[config.mk]
export PLATFORM = sky130hd
export DESIGN_NAME = serial_add_ctrl
export DESIGN_NICKNAME = d
export VERILOG_FILES = /design/src/rtl/serial_add_ctrl.sv
export SDC_FILE = /design/constraint.sdc
export NUM_CORES = 1
export LEC_CHECK = 0
export CAP_MARGIN = 20
export CELL_PAD_IN_SITES_DETAIL_PLACEMENT = 1
export CELL_PAD_IN_SITES_GLOBAL_PLACEMENT = 1
export CORE_MARGIN = 1.5
export CORE_UTILIZATION = 38
export DETAILED_ROUTE_END_ITERATION = 10
export PLACE_DENSITY = 0.88
export SYNTH_ARGS = -nofsm -noshare
export SYNTH_HDL_FRONTEND = slang
export SYNTH_SLANG_ARGS = --single-unit
[constraint.sdc]
create_clock -name clk -period 1.92 [get_ports clk]
set_input_delay 0.192 -clock clk [delete_from_list [all_inputs] [get_ports clk]]
set_output_delay 0.192 -clock clk [all_outputs]
set_load 0.1 [all_outputs]
[src/rtl/serial_add_ctrl.sv]
// Bit-serial add controller: drives an external 1-bit adder slice LSB-first. Optional subtract mode under SERIAL_ADD_SUB_EN.
// Latency: out_valid rises WIDTH cycles after the accepting edge. One operation is in flight at a time.
// Backpressure: in_ready only in IDLE. The result is held in DONE until out_ready. abort cancels SHIFT.
module serial_add_ctrl #(
    parameter int WIDTH = 8
) (
    input  logic             clk,
    input  logic             reset,
    input  logic             in_valid,
    output logic             in_ready,
    input  logic [WIDTH-1:0] num1,
    input  logic [WIDTH-1:0] num2,
    input  logic             cin,
`ifdef SERIAL_ADD_SUB_EN
    input  logic             sub,
`endif
    output logic             sa_a,
    output logic             sa_b,
    output logic             sa_cin,
    input  logic             sa_s,
    input  logic             sa_cout,
    input  logic             abort,
    output logic             out_valid,
    input  logic             out_ready,
    output logic [WIDTH-1:0] sum,
    output logic             cout
);
    localparam int CW = $clog2(WIDTH);

    typedef enum logic [1:0] {IDLE, SHIFT, DONE} state_t;

    state_t           state, state_d;
    logic [WIDTH-1:0] opa, opb;
    logic [WIDTH-2:0] acc;
    logic [WIDTH-1:0] acc_n;
    logic             carry;
    logic [CW-1:0]    cnt;
    logic             sub_q;
    logic             sub_in;
    logic             last, accept, step;

`ifdef SERIAL_ADD_SUB_EN
    assign sub_in = sub;
`else
    assign sub_in = 1'b0;
`endif

    assign last   = (cnt == CW'(WIDTH - 1));
    assign accept = (state == IDLE) && in_valid;
    assign step   = (state == SHIFT) && !abort;
    // The final slice bit becomes the MSB of the completed sum.
    assign acc_n  = {sa_s, acc};

    always_ff @(posedge clk or negedge reset) begin
        if (!reset) begin
            state <= IDLE;
        end else begin
            state <= state_d;
        end
    end

    always_comb begin
        state_d   = state;
        in_ready  = 1'b0;
        out_valid = 1'b0;
        sa_a      = 1'b0;
        sa_b      = 1'b0;
        sa_cin    = 1'b0;
        case (state)
            IDLE: begin
                in_ready = 1'b1;
                if (in_valid) state_d = SHIFT;
            end
            SHIFT: begin
                sa_a   = opa[0];
                sa_b   = opb[0] ^ sub_q;
                sa_cin = carry;
                if (abort)     state_d = IDLE;
                else if (last) state_d = DONE;
            end
            DONE: begin
                out_valid = 1'b1;
                if (out_ready) state_d = IDLE;
            end
            default: state_d = IDLE;
        endcase
    end

    // sum/cout are updated only on completion, so an abort leaves the previous result visible.
    always_ff @(posedge clk or negedge reset) begin
        if (!reset) begin
            opa   <= '0;
            opb   <= '0;
            acc   <= '0;
            carry <= 1'b0;
            cnt   <= '0;
            sub_q <= 1'b0;
            sum   <= '0;
            cout  <= 1'b0;
        end else if (accept) begin
            opa   <= num1;
            opb   <= num2;
            carry <= sub_in | cin;
            cnt   <= '0;
            sub_q <= sub_in;
        end else if (state == SHIFT && abort) begin
            cnt <= '0;
        end else if (step) begin
            opa   <= opa >> 1;
            opb   <= opb >> 1;
            acc   <= acc_n[WIDTH-1:1];
            carry <= sa_cout;
            cnt   <= cnt + CW'(1);
            if (last) begin
                sum  <= acc_n;
                cout <= sa_cout;
            end
        end
    end
endmodule

==> results.toml, run 1 <==
[outcome]
status = "complete, no violations"

[logic_synthesis]
yosys-top-cells-count = "dfrtp_1 (38), nand2_1 (26), a22o_1 (15)"
seq_area_frac_synth = 0.5815
ys_async_sr_fraction = 1.000
syn-num-nets = 161
synth_cell_types = 22
yosys_warnings = 0
yosys.area.top_type = "dfrtp_1"
synth-edff-count = 0
yosysMostFrequentCell = "dfrtp_1"
synthTopCellsByArea = "dfrtp_1 (58%), a22o_1 (8.0%), mux2_1 (6.2%), nand2_1 (6.0%), a21o_1 (5.5%)"
syn_inst = 135
ys_ff_latch = 38
synth_top_area_frac = 0.5815
syn_area_mm2 = 0.001635
ys.flop_type = "dfrtp_1"
avgSynthCellArea_um2 = 12.11

[floorplanning]
fp.dieH_um = 68.60
rows = 23
ioPinCount = 38
start_util = 0.4030
die_area_mm2 = 0.004706
coreArea_mm2 = 0.004058
die_w_um = 68.60

[timing]
fin_skew_ns = 0.006811
worst_pin_slew_ns = 0.8892
timing.hold.ws_ns = 0.0004514
setup_violations = 0
slew_viol_final = 0
tns_ns = 0
final.min_clock_period_ns = 1.751
worst_slew_margin_rel = 0.4050
rsz0062_at_grt = "no"
finalCritPeriodShare = 0.9119
fmax_mhz = 571.1
hold_violations = 0
worst_slack_ns = 0.1691

[clock_tree]
cts_tree = "done"
cts_sinks = 38
cts_hold_buf = 0
cts_setup_buffers = 0
clock_latency_ns = 0.28
htree_levels = 2
clk_path_buf_depth = 2
cts_inserted_buffers = 5
post_cts_resized = 0
clk_pin_slew_ns = 0.07
ctsRootBufferMaster = "clkbuf_8"

[global_routing]
grt_pass1_vias = 1219
grt_pass1_wl_um = 5927
antenna_found_initial = 0
grt_max_degree = 39
grt.total_usage = 0.1777
grt-ovfl-total = 0

[setup_path]
rr_worst_depth = 3
worstPathRequired_ns = 2.08
rr_startpoint = "state[1]"
crit_path_start = "state[1]"
crit_arrival_ns = 1.91
reg2reg_to = "sum[3]"
setup.worst_path.class = "reg -> reg"
end_kind = "register"
regToRegSetupSlack_ns = 0.17
start_kind = "register"
cp_max_fo = 10

[place]
place.gp.congestion = 0.7471
pre_cts_ws_ns = -0.01503
dpl.cell_count = 219
hpwlAfterDp_um = 2755
dpl-instance-area_mm2 = 0.002078
port_buffers = 37

[layout]
fillers = 431
final_area_mm2 = 0.002155
drive_gt1_frac = 0.1761
finalNetCount = 202
stdcell_count = 226
area_growth_pct = 31.75
multi_input_area_um2 = 630.6
seq_area_um2 = 950.9
antenna_cells = 0

[drt]
vias_per_cell = 5.066
wl_per_cell_um = 16.46
first_iter_violations = 45
drc_errors = 0
ant_nets = 0
finalWirelength_um = 3721
vias = 1145
first_pass_iters = 4

[power_and_ir_drop]
leakagePower_nw = 1.113
ir_drop_mv = 0.4487
p_per_area_mw_per_mm2 = 903.2

[worst_hold_path]
hold_path.class = "in -> async"

[job]
cap_viol_max_count = 0
area by class of cell:
type | instances | share of cell area
clock buffer | 7 | 0.03542
inverter | 1 | 0.001742
multi-input combinational | 88 | 0.2927
sequential | 38 | 0.4413
tap | 50 | 0.02904
timing repair buffer | 42 | 0.1998
sequential cells by signal (all words and copies together) (netlist names):
register / cells
opa: 8
opb: 8
sum: 8
acc: 7
cnt: 3
state: 2
carry: 1
cout: 1
per-layer routing:
metal	track usage	part of all wire
met2	0.3113	0.49
met4	0.06750	0.011
met1	0.2101	0.44
met5	0	0
met3	0.04221	0.057
worst max-delay path by stage:
stage | to | slack [ns] | depth (start not counted)
detailed placement | sum[3] | -0.02 | 4
floorplan | opa[1] | -0.05 | 4
global route | sum[3] | 0.06 | 3
finish | sum[3] | 0.17 | 3
CTS | sum[3] | 0.13 | 3
global placement | sum[7] | 0.09 | 4
worst max-delay path, stage by stage (launching register included):
cell and delay, ns:
dfrtp_1 0.50, nor3b_4 0.29, and2_1 0.46, mux2_1 0.38
logic make-up (layout without fill, tap and decap cells):
kind of cell / Yosys count / after routing / share of synthesized area
AO/OA/AOI/OAI: 36 / 36 / 0.1752
adder cells (fa/ha/maj): 2 / 2 / 0.01530
buffers and inverters: 9 / 50 / 0.03596
flip-flops: 38 / 38 / 0.5815
multiplexers: 10 / 10 / 0.06810
AND/OR/NAND/NOR: 40 / 40 / 0.1239
layout by cell type (no fill, tap or decap):
| master | n |
|---|---|
| dfrtp_1 | 38 |
| nand2_1 | 26 |
| clkdlybuf4s50_1 | 22 |
| a22o_1 | 15 |
| buf_4 | 14 |
| a21o_1 | 12 |
| mux2_1 | 9 |
| clkbuf_8 | 5 |
| buf_12 | 5 |
| and2_1 | 4 |
| a21oi_1 | 3 |
| a2bb2oi_1 | 3 |
| nor2_1 | 3 |
| nor3b_4 | 2 |
| ha_1 | 2 |
| clkbuf_1 | 2 |
| nor2_2 | 1 |
| nor2b_2 | 1 |
| nor2b_1 | 1 |
| o21bai_1 | 1 |
| or3b_2 | 1 |
| or3_1 | 1 |
| o221a_2 | 1 |
| inv_1 | 1 |
| o21ai_0 | 1 |
| mux2i_1 | 1 |
| buf_2 | 1 |
through the flow:
| step | power (mW) | util |
|---|---|---|
| floorplan | 1.275 | - |
| CTS | 1.971 | 0.5310 |
| global placement | 1.435 | 0.5122 |
| global route | 2.063 | 0.5310 |
| finish | 1.946 | 0.5310 |
| detailed placement | 1.470 | 0.5122 |
power by group:
group	switching, mW	internal (mW)	total (mW)	leakage [nW]
combinational	0.239	0.208	0.447	0.585
sequential	0.0785	0.923	1.00	0.490
clock	0.248	0.250	0.498	0.0383
total	0.566	1.38	1.95	1.11
No activity file was read; power rests on OpenSTA's default activity.
==> run 2: changes to the inputs <==
--- a/config.mk
+++ b/config.mk
@@ -5,13 +5,13 @@
 export SDC_FILE = /design/constraint.sdc
 export NUM_CORES = 1
 export LEC_CHECK = 0
-export CAP_MARGIN = 20
+export CAP_MARGIN = 10
 export CELL_PAD_IN_SITES_DETAIL_PLACEMENT = 1
 export CELL_PAD_IN_SITES_GLOBAL_PLACEMENT = 1
 export CORE_MARGIN = 1.5
-export CORE_UTILIZATION = 38
+export CORE_UTILIZATION = 41
 export DETAILED_ROUTE_END_ITERATION = 10
-export PLACE_DENSITY = 0.88
+export PLACE_DENSITY = 0.93
 export SYNTH_ARGS = -nofsm -noshare
 export SYNTH_HDL_FRONTEND = slang
 export SYNTH_SLANG_ARGS = --single-unit
==> constraint.sdc (replaced) <==
create_clock -name clk -period 2.2 [get_ports clk]
set_input_delay 0.22 -clock clk [delete_from_list [all_inputs] [get_ports clk]]
set_output_delay 0.22 -clock clk [all_outputs]
set_load 0.1 [all_outputs]
==> run 2 against run 1 <==
  * Critical path depth grew 1
  * Sequential cell count is the same
  * Sequential power shrank 12%
  * Utilization grew 3.8 points
  * Maximum frequency shrank 4.0%
  * Sequential share of layout area grew 0.54 points
==> results.toml, run 2 (synthesis gave the netlist of run 1 again) <==
[setup_path]
worstPathRequired_ns = 2.44
worst_path_max_delay_cell = "nor2_1"
cp_max_fo = 16
cpPeakStageDelay_ns = 0.62
crit_arrival_ns = 2.07
end_kind = "register"
crit_family = "simple AND/OR/NAND/NOR gates"
crit_buf_inv = 1
setup.worst_path.class = "reg -> reg"
cp_cell_sequence = "nor3b_4 -> buf_4 -> nor2_1 -> a22o_1"
start_kind = "register"

[floorplanning]
coreArea_mm2 = 0.003744
ioPinCount = 38
rows = 22
die_w_um = 66.16
fp.dieH_um = 66.16
start_util = 0.4368
die_area_mm2 = 0.004376

[outcome]
status = "complete, no violations"

[timing]
worst_pin_slew_ns = 0.8523
finalCritPeriodShare = 0.8294
hold_violations = 0
fmax_mhz = 548.0
worst_slew_margin_rel = 0.4318
final.min_clock_period_ns = 1.825
fin_skew_ns = 0.005188
rsz0062_at_grt = "no"
setup_violations = 0
tns_ns = 0
slew_viol_final = 0
worst_slack_ns = 0.3752

[layout]
fillers = 411
seq_area_um2 = 950.9
layout_commonest_cell = "dfrtp_1"
finalNetCount = 200
final_cell_mix = "dfrtp_1 (38), nand2_1 (26), clkdlybuf4s50_1 (22)"
drive_gt1_frac = 0.1771
area_growth_pct = 30.15
multi_input_area_um2 = 628.1
largest_registers = "opa x8, opb x8, sum x8"
final_util = 0.5685
stdcell_count = 223
antenna_cells = 0

[clock_tree]
htree_levels = 2
cts_hold_buf = 0
clk_path_buf_depth = 2
ctsRootBufferMaster = "clkbuf_8"
cts_tree = "done"
clock_latency_ns = 0.30
post_cts_resized = 0
cts_inserted_buffers = 5
cts_setup_buffers = 0
clk_pin_slew_ns = 0.08
cts_sinks = 38

[global_routing]
grt_pass1_wl_um = 6175
grt.total_usage = 0.1956
antenna_found_initial = 0
grt_pass1_vias = 1310
grt-ovfl-total = 0
grt_max_degree = 39

[worst_hold_path]
hold_path.class = "in -> async"

[drt]
vias = 1182
vias_per_cell = 5.300
ant_nets = 0
wl_per_cell_um = 16.85
drc_errors = 0
first_pass_iters = 4
finalWirelength_um = 3757
first_iter_violations = 121

[place]
hpwlAfterDp_um = 2607
place.gp.congestion = 0.7239
dpl.cell_count = 215
port_buffers = 37
pre_cts_ws_ns = 0.2140

[power_and_ir_drop]
leakagePower_nw = 1.106
seq_power_share = 0.500
p_clk_frac = 0.287
p_per_area_mw_per_mm2 = 826.7
ir_drop_mv = 0.4521
p_sw_frac = 0.3017
p_comb_frac = 0.214
p_sw_mw = 0.5309
power_mw = 1.760
power.internal_mw = 1.229

[job]
cap_viol_max_count = 0
run 2: layout make-up:
class | instances | share of cell area
clock buffers | 6 | 0.03880
inverters | 1 | 0.001764
multi-input cells | 88 | 0.2951
clock inverters | 2 | 0.005879
repair buffers | 40 | 0.1834
flip-flops and latches | 38 | 0.4468
well taps | 48 | 0.02822
run 2: path summary, 6_finish.rpt:
kind,endpoint,slack (ns),cells after the start,start
worst max-delay path,opa[7],0.38,4,state[0]
worst max register to register,opa[7],0.38,4,state[0]
max in group asynchronous,acc[1],1.64,1,reset
worst min register to register,opa[0],0.47,1,opa[0]
min in group clk,opa[0],0.47,1,opa[0]
worst min-delay path,opb[4],0.02,1,reset
run 2: routing by layer:
metal / global-route usage / wire length [µm] / share of wire / vias to the layer above
li1: - / - / - / 549
met1: 0.2303 / 1591 / 0.42 / 587
met2: 0.3350 / 1912 / 0.51 / 38
met3: 0.04089 / 166 / 0.044 / 8
met4: 0.09949 / 86 / 0.023 / 0
met5: 0 / 0 / 0 / -
run 2: per-stage QoR:
step	area (µm²)	hold WS, ns
6_report	2128	0.02073
5_1_grt	2128	0.08936
4_1_cts	2128	0.04028
3_5_place_dp	2033	0.3733
3_3_place_gp	2033	0.3484
2_1_floorplan	1638	-0.07559
run 2: power groups by stage:
stage	sequential (mW)	clock (mW)	combinational, mW
2_1_floorplan	0.866	0	0.246
3_3_place_gp	0.880	0	0.360
3_5_place_dp	0.891	0	0.379
4_1_cts	0.879	0.522	0.381
5_1_grt	0.894	0.553	0.410
6_report	0.879	0.504	0.376
==> run 3: changes to the inputs <==
--- a/config.mk
+++ b/config.mk
@@ -9,9 +9,9 @@
 export CELL_PAD_IN_SITES_DETAIL_PLACEMENT = 1
 export CELL_PAD_IN_SITES_GLOBAL_PLACEMENT = 1
 export CORE_MARGIN = 1.5
-export CORE_UTILIZATION = 41
+export CORE_UTILIZATION = 35
 export DETAILED_ROUTE_END_ITERATION = 10
-export PLACE_DENSITY = 0.93
+export PLACE_DENSITY = 0.86
 export SYNTH_ARGS = -nofsm -noshare
 export SYNTH_HDL_FRONTEND = slang
 export SYNTH_SLANG_ARGS = --single-unit
==> constraint.sdc (replaced) <==
create_clock -name clk -period 1.5 [get_ports clk]
set_input_delay 0.15 -clock clk [delete_from_list [all_inputs] [get_ports clk]]
set_output_delay 0.15 -clock clk [all_outputs]
set_load 0.1 [all_outputs]
==> run 3 against run 2 <==
  * The flow now finishes with violations (negative setup slack)
  * Setup slack worse by 0.38 ns
  * Clock skew decreased by 0.0021 ns
  * Global-route usage fell by 1.6 points
  * Non-clock buffer count increased by 15
  * Sequential cell count unchanged
  * First-iteration DRC count shrank 64%
  * Clock-buffer cell count shrank 1
  * Register-to-register slack got worse by 0.36 ns
  * Hold slack improved by 0.40 ns
  * Critical path depth stayed put
  * Critical endpoint is now sa_a
==> results.toml, run 3 (synthesis gave the netlist of run 1 again) <==
[setup_path]
cp_max_fo = 5
worst_path_max_delay_cell = "dfrtp_2"
end_kind = "primary output"
crit_buf_inv = 2
setup.worst_path.class = "reg -> out"
crit_arrival_ns = 1.35
worstPathRequired_ns = 1.35
cp_cell_sequence = "buf_6 -> nor2b_4 -> and2_4 -> buf_12"
cpPeakStageDelay_ns = 0.46
start_kind = "register"
rr_startpoint = "cnt[0]"
regToRegSetupSlack_ns = 0.02
crit_family = "flip-flops"
crit_path_start = "state[1]"

[timing]
finalCritPeriodShare = 1.002
slew_viol_final = 0
setup_violations = 1
hold_violations = 0
fin_skew_ns = 0.003068
final.min_clock_period_ns = 1.503
worst_slack_ns = -0.002710
fmax_mhz = 665.5
worst_slew_margin_rel = 0.6708
rsz0062_at_grt = "yes"
tns_ns = -0.002710
worst_pin_slew_ns = 0.4939

[outcome]
status = "finished, violations left"
violations = "negative setup slack"

[floorplanning]
ioPinCount = 38
coreArea_mm2 = 0.004414
rows = 24
die_w_um = 71.36
fp.dieH_um = 71.36
start_util = 0.3705
die_area_mm2 = 0.005092

[global_routing]
antenna_found_initial = 0
grt_pass1_wl_um = 7038
grt_pass1_vias = 1420
grt_max_degree = 39
grt.total_usage = 0.1798
grt-ovfl-total = 0

[layout]
largest_registers = "opa x8, opb x8, sum x8"
finalNetCount = 215
area_growth_pct = 56.24
layout_commonest_cell = "dfrtp_1"
final_cell_mix = "dfrtp_1 (37), nand2_1 (26), clkdlybuf4s50_1 (22)"
stdcell_count = 242
drive_gt1_frac = 0.3368
antenna_cells = 0

[clock_tree]
clock_latency_ns = 0.30
htree_levels = 2
cts_inserted_buffers = 5
ctsRootBufferMaster = "clkbuf_8"
clk_path_buf_depth = 2
cts_sinks = 38
clk_pin_slew_ns = 0.08
cts_tree = "done"

[job]
cap_viol_max_count = 0

[place]
port_buffers = 37
dpl.cell_count = 230
place.gp.congestion = 0.8404
hpwlAfterDp_um = 2943

[power_and_ir_drop]
ir_drop_mv = 0.5831
leakagePower_nw = 1.250
p_per_area_mw_per_mm2 = 1166

[drt]
finalWirelength_um = 4413
ant_nets = 0
first_iter_violations = 44
vias_per_cell = 5.277
drc_errors = 0
first_pass_iters = 4
vias = 1277
wl_per_cell_um = 18.24

[worst_hold_path]
hold_path.class = "in -> async"
run 3: power by group:
part / total (mW) / internal (mW) / switching [mW]
registers: 1.28 / 1.18 / 0.105
clock network: 1.05 / 0.666 / 0.381
logic: 0.649 / 0.317 / 0.332
run 3: final timing paths:
kind / to / cells past startpoint
setup / recovery: sa_a / 4
hold / removal: opb[6] / 3
setup reg to reg: sum[6] / 5
hold reg to reg: opb[3] / 1
max in group asynchronous: state[1] / 3
min in group clk: opa[2] / 2
run 3: cell type report:
cell class	instances	area, µm²
fillers	433	1859
inverters	1	3.754
clock buffers	5	68.82
well taps	52	65.06
flip-flops and latches	38	952.2
clock inverters	3	68.82
multi-input cells	88	716.9
repair buffers	55	679.4
run 3: stage by stage:
stage	hold WS, ns	worst slack, ns	total power, mW	utilization	cell area, µm²
4_1_cts	0.4186	-0.02739	2.994	0.5666	2501
5_1_grt	0.4282	-0.05790	3.109	0.5788	2555
3_3_place_gp	0.2102	-0.2031	1.866	0.5210	2300
3_5_place_dp	0.2266	-0.2625	1.911	0.5210	2300
2_1_floorplan	-0.1456	-0.1035	1.638	-	1654
6_report	0.4256	-0.002710	2.980	0.5788	2555
run 3: tightest hold or removal path, cell delays in order:
cell and delay, ns:
dlygate4sd3_1 0.52, buf_2 0.09, buf_4 0.41
run 3: what timing repair did:
action                                 in CTS  in global routing
setup buffers                               2                  2
endpoints found under the hold margin      38                  0
hold buffers                                1                  0
setup endpoints to repair                  26                 13
pin swaps                                   2                  5
resized for setup                          14                 13
run 3: metal layers:
| metal | global-route usage | routed length (µm) | up-vias |
|---|---|---|---|
| li1 | - | - | 578 |
| met1 | 0.2193 | 1874 | 653 |
| met2 | 0.3138 | 2235 | 39 |
| met3 | 0.05204 | 250 | 7 |
| met4 | 0.04403 | 53 | 0 |
| met5 | 0 | 0 | - |
==> edit: new RTL, flow settings as in run 3 <==
Set the parameter `WIDTH` to 16 (it was 8).
--- a/src/rtl/serial_add_ctrl.sv
+++ b/src/rtl/serial_add_ctrl.sv
@@ -2,7 +2,7 @@
 // Latency: out_valid rises WIDTH cycles after the accepting edge. One operation is in flight at a time.
 // Backpressure: in_ready only in IDLE. The result is held in DONE until out_ready. abort cancels SHIFT.
 module serial_add_ctrl #(
-    parameter int WIDTH = 8
+    parameter int WIDTH = 16
 ) (
     input  logic             clk,
     input  logic             reset,
Ports: changed (resized num1, num2 and sum); port bits go from 38 to 62. No check against the original RTL was run, so the function may have changed too.
==> edit against run 3 <==
  * The run still ends with setup timing left
  * Sequential cell count is 33 higher
  * Power is 90% higher
  * Combinational power is 85% higher
  * Synthesized area is 79% higher
  * Sequential power is 100% higher
  * Highest routed layer unchanged
  * Clock skew is 0.0076 ns higher
  * Final area is 73% higher
  * Hold slack worse by 0.15 ns
  * Setup slack worse by 0.013 ns
  * Non-clock buffer count is 31 higher
  * Clock power is 79% higher
  * Routed wire length is 75% higher
  * Largest power group unchanged
==> edit: results <==
[yosys]
netlist_top_cells_area = dfrtp_1 (61%), a22o_1 (9.0%), a21o_1 (7.4%)
synth_seq_area_share = 0.6061
synthesis.instances = 245
synth_fp_nets = 286
synth-seq-cells = 71
ys_types = 24

[drt]
drtIter0Drc = 94
drt-total-wl_mm = 7.708
wl_per_cell_um = 17.68

[cts]
post_cts.repair.setup_buffers = 6
clk_latency_ns = 0.35
cts_max_level = 3
cts-buffers-inserted = 9

[final_layout]
nClkBuffers = 10
num-multi-input-gates = 157
drive_above_1_share = 0.2749
buffer_area_frac = 0.2465
fin_nets = 367
clock_tree_area_fraction = 0.05535
multiInputGateArea_sq_um = 1179
seqAreaFraction = 0.4016
nFillCells = 825
multi_input_area_share = 0.2660
top_regs = opa x16, opb x16, sum x16
buffers = 86

[placement]
gp_congestion = 0.7658
portBuffers = 61
pre_cts_ws_ns = -0.2434
dpl.cell_count = 412
dp.final_hpwl_mm = 4.993

[setup_path]
crit_fanout = 6
r2r_cells = 4
worst_path_largest_cell_delay_ns = 0.49

[power_and_ir_drop]
p_clk_frac = 0.333
combPwrFrac = 0.211
p_leak_nw = 2.228
ir_drop_mv = 0.5003
comb-power_mw = 1.20

[timing]
slew_headroom = 0.6975
skew_ns = 0.01064
finalSetupTns_ns = -0.05480
finalSetupViolCount = 7
worst_slack_ns = -0.01537

[global_route]
grt_pass1_vias = 2389
antenna_found_initial = 0
grt_usage = 0.1876
grt_max_degree = 34

[run_status]
violations = setup timing
status = complete, but fails checks

[die]
rows = 33
-- edit: routing by layer --
metal  wire length, um  up-vias  GRT usage
met1              3267     1124     0.2294
met2              3920       54     0.3153
met5                 0        -          0
li1                  -     1019          -
met3               295       21    0.03623
met4               225        0    0.09453
-- edit: logic make-up (layout without fill, tap and decap cells) --
| group | after synthesis | count (layout) | synth area share |
|---|---|---|---|
| fa+ha+maj | 1 | 1 | 0.004267 |
| flops | 71 | 71 | 0.6061 |
| buf+inv | 17 | 103 | 0.02860 |
| xor+xnor | 1 | 1 | 0.002988 |
| simple gates | 66 | 66 | 0.09987 |
| compound gates | 72 | 72 | 0.1929 |
| mux | 17 | 17 | 0.06530 |
-- edit: final timing paths --
check	slack (ns)	startpoint	endpoint
setup / recovery	-0.02	state[1]	sa_cin
hold / removal	0.28	reset	acc[0]
setup reg to reg	0	state[1]	sum[8]
hold reg to reg	0.48	opa[0]	opa[0]
max in group asynchronous	0.69	reset	carry
min in group clk	0.39	num2[2]	opb[2]
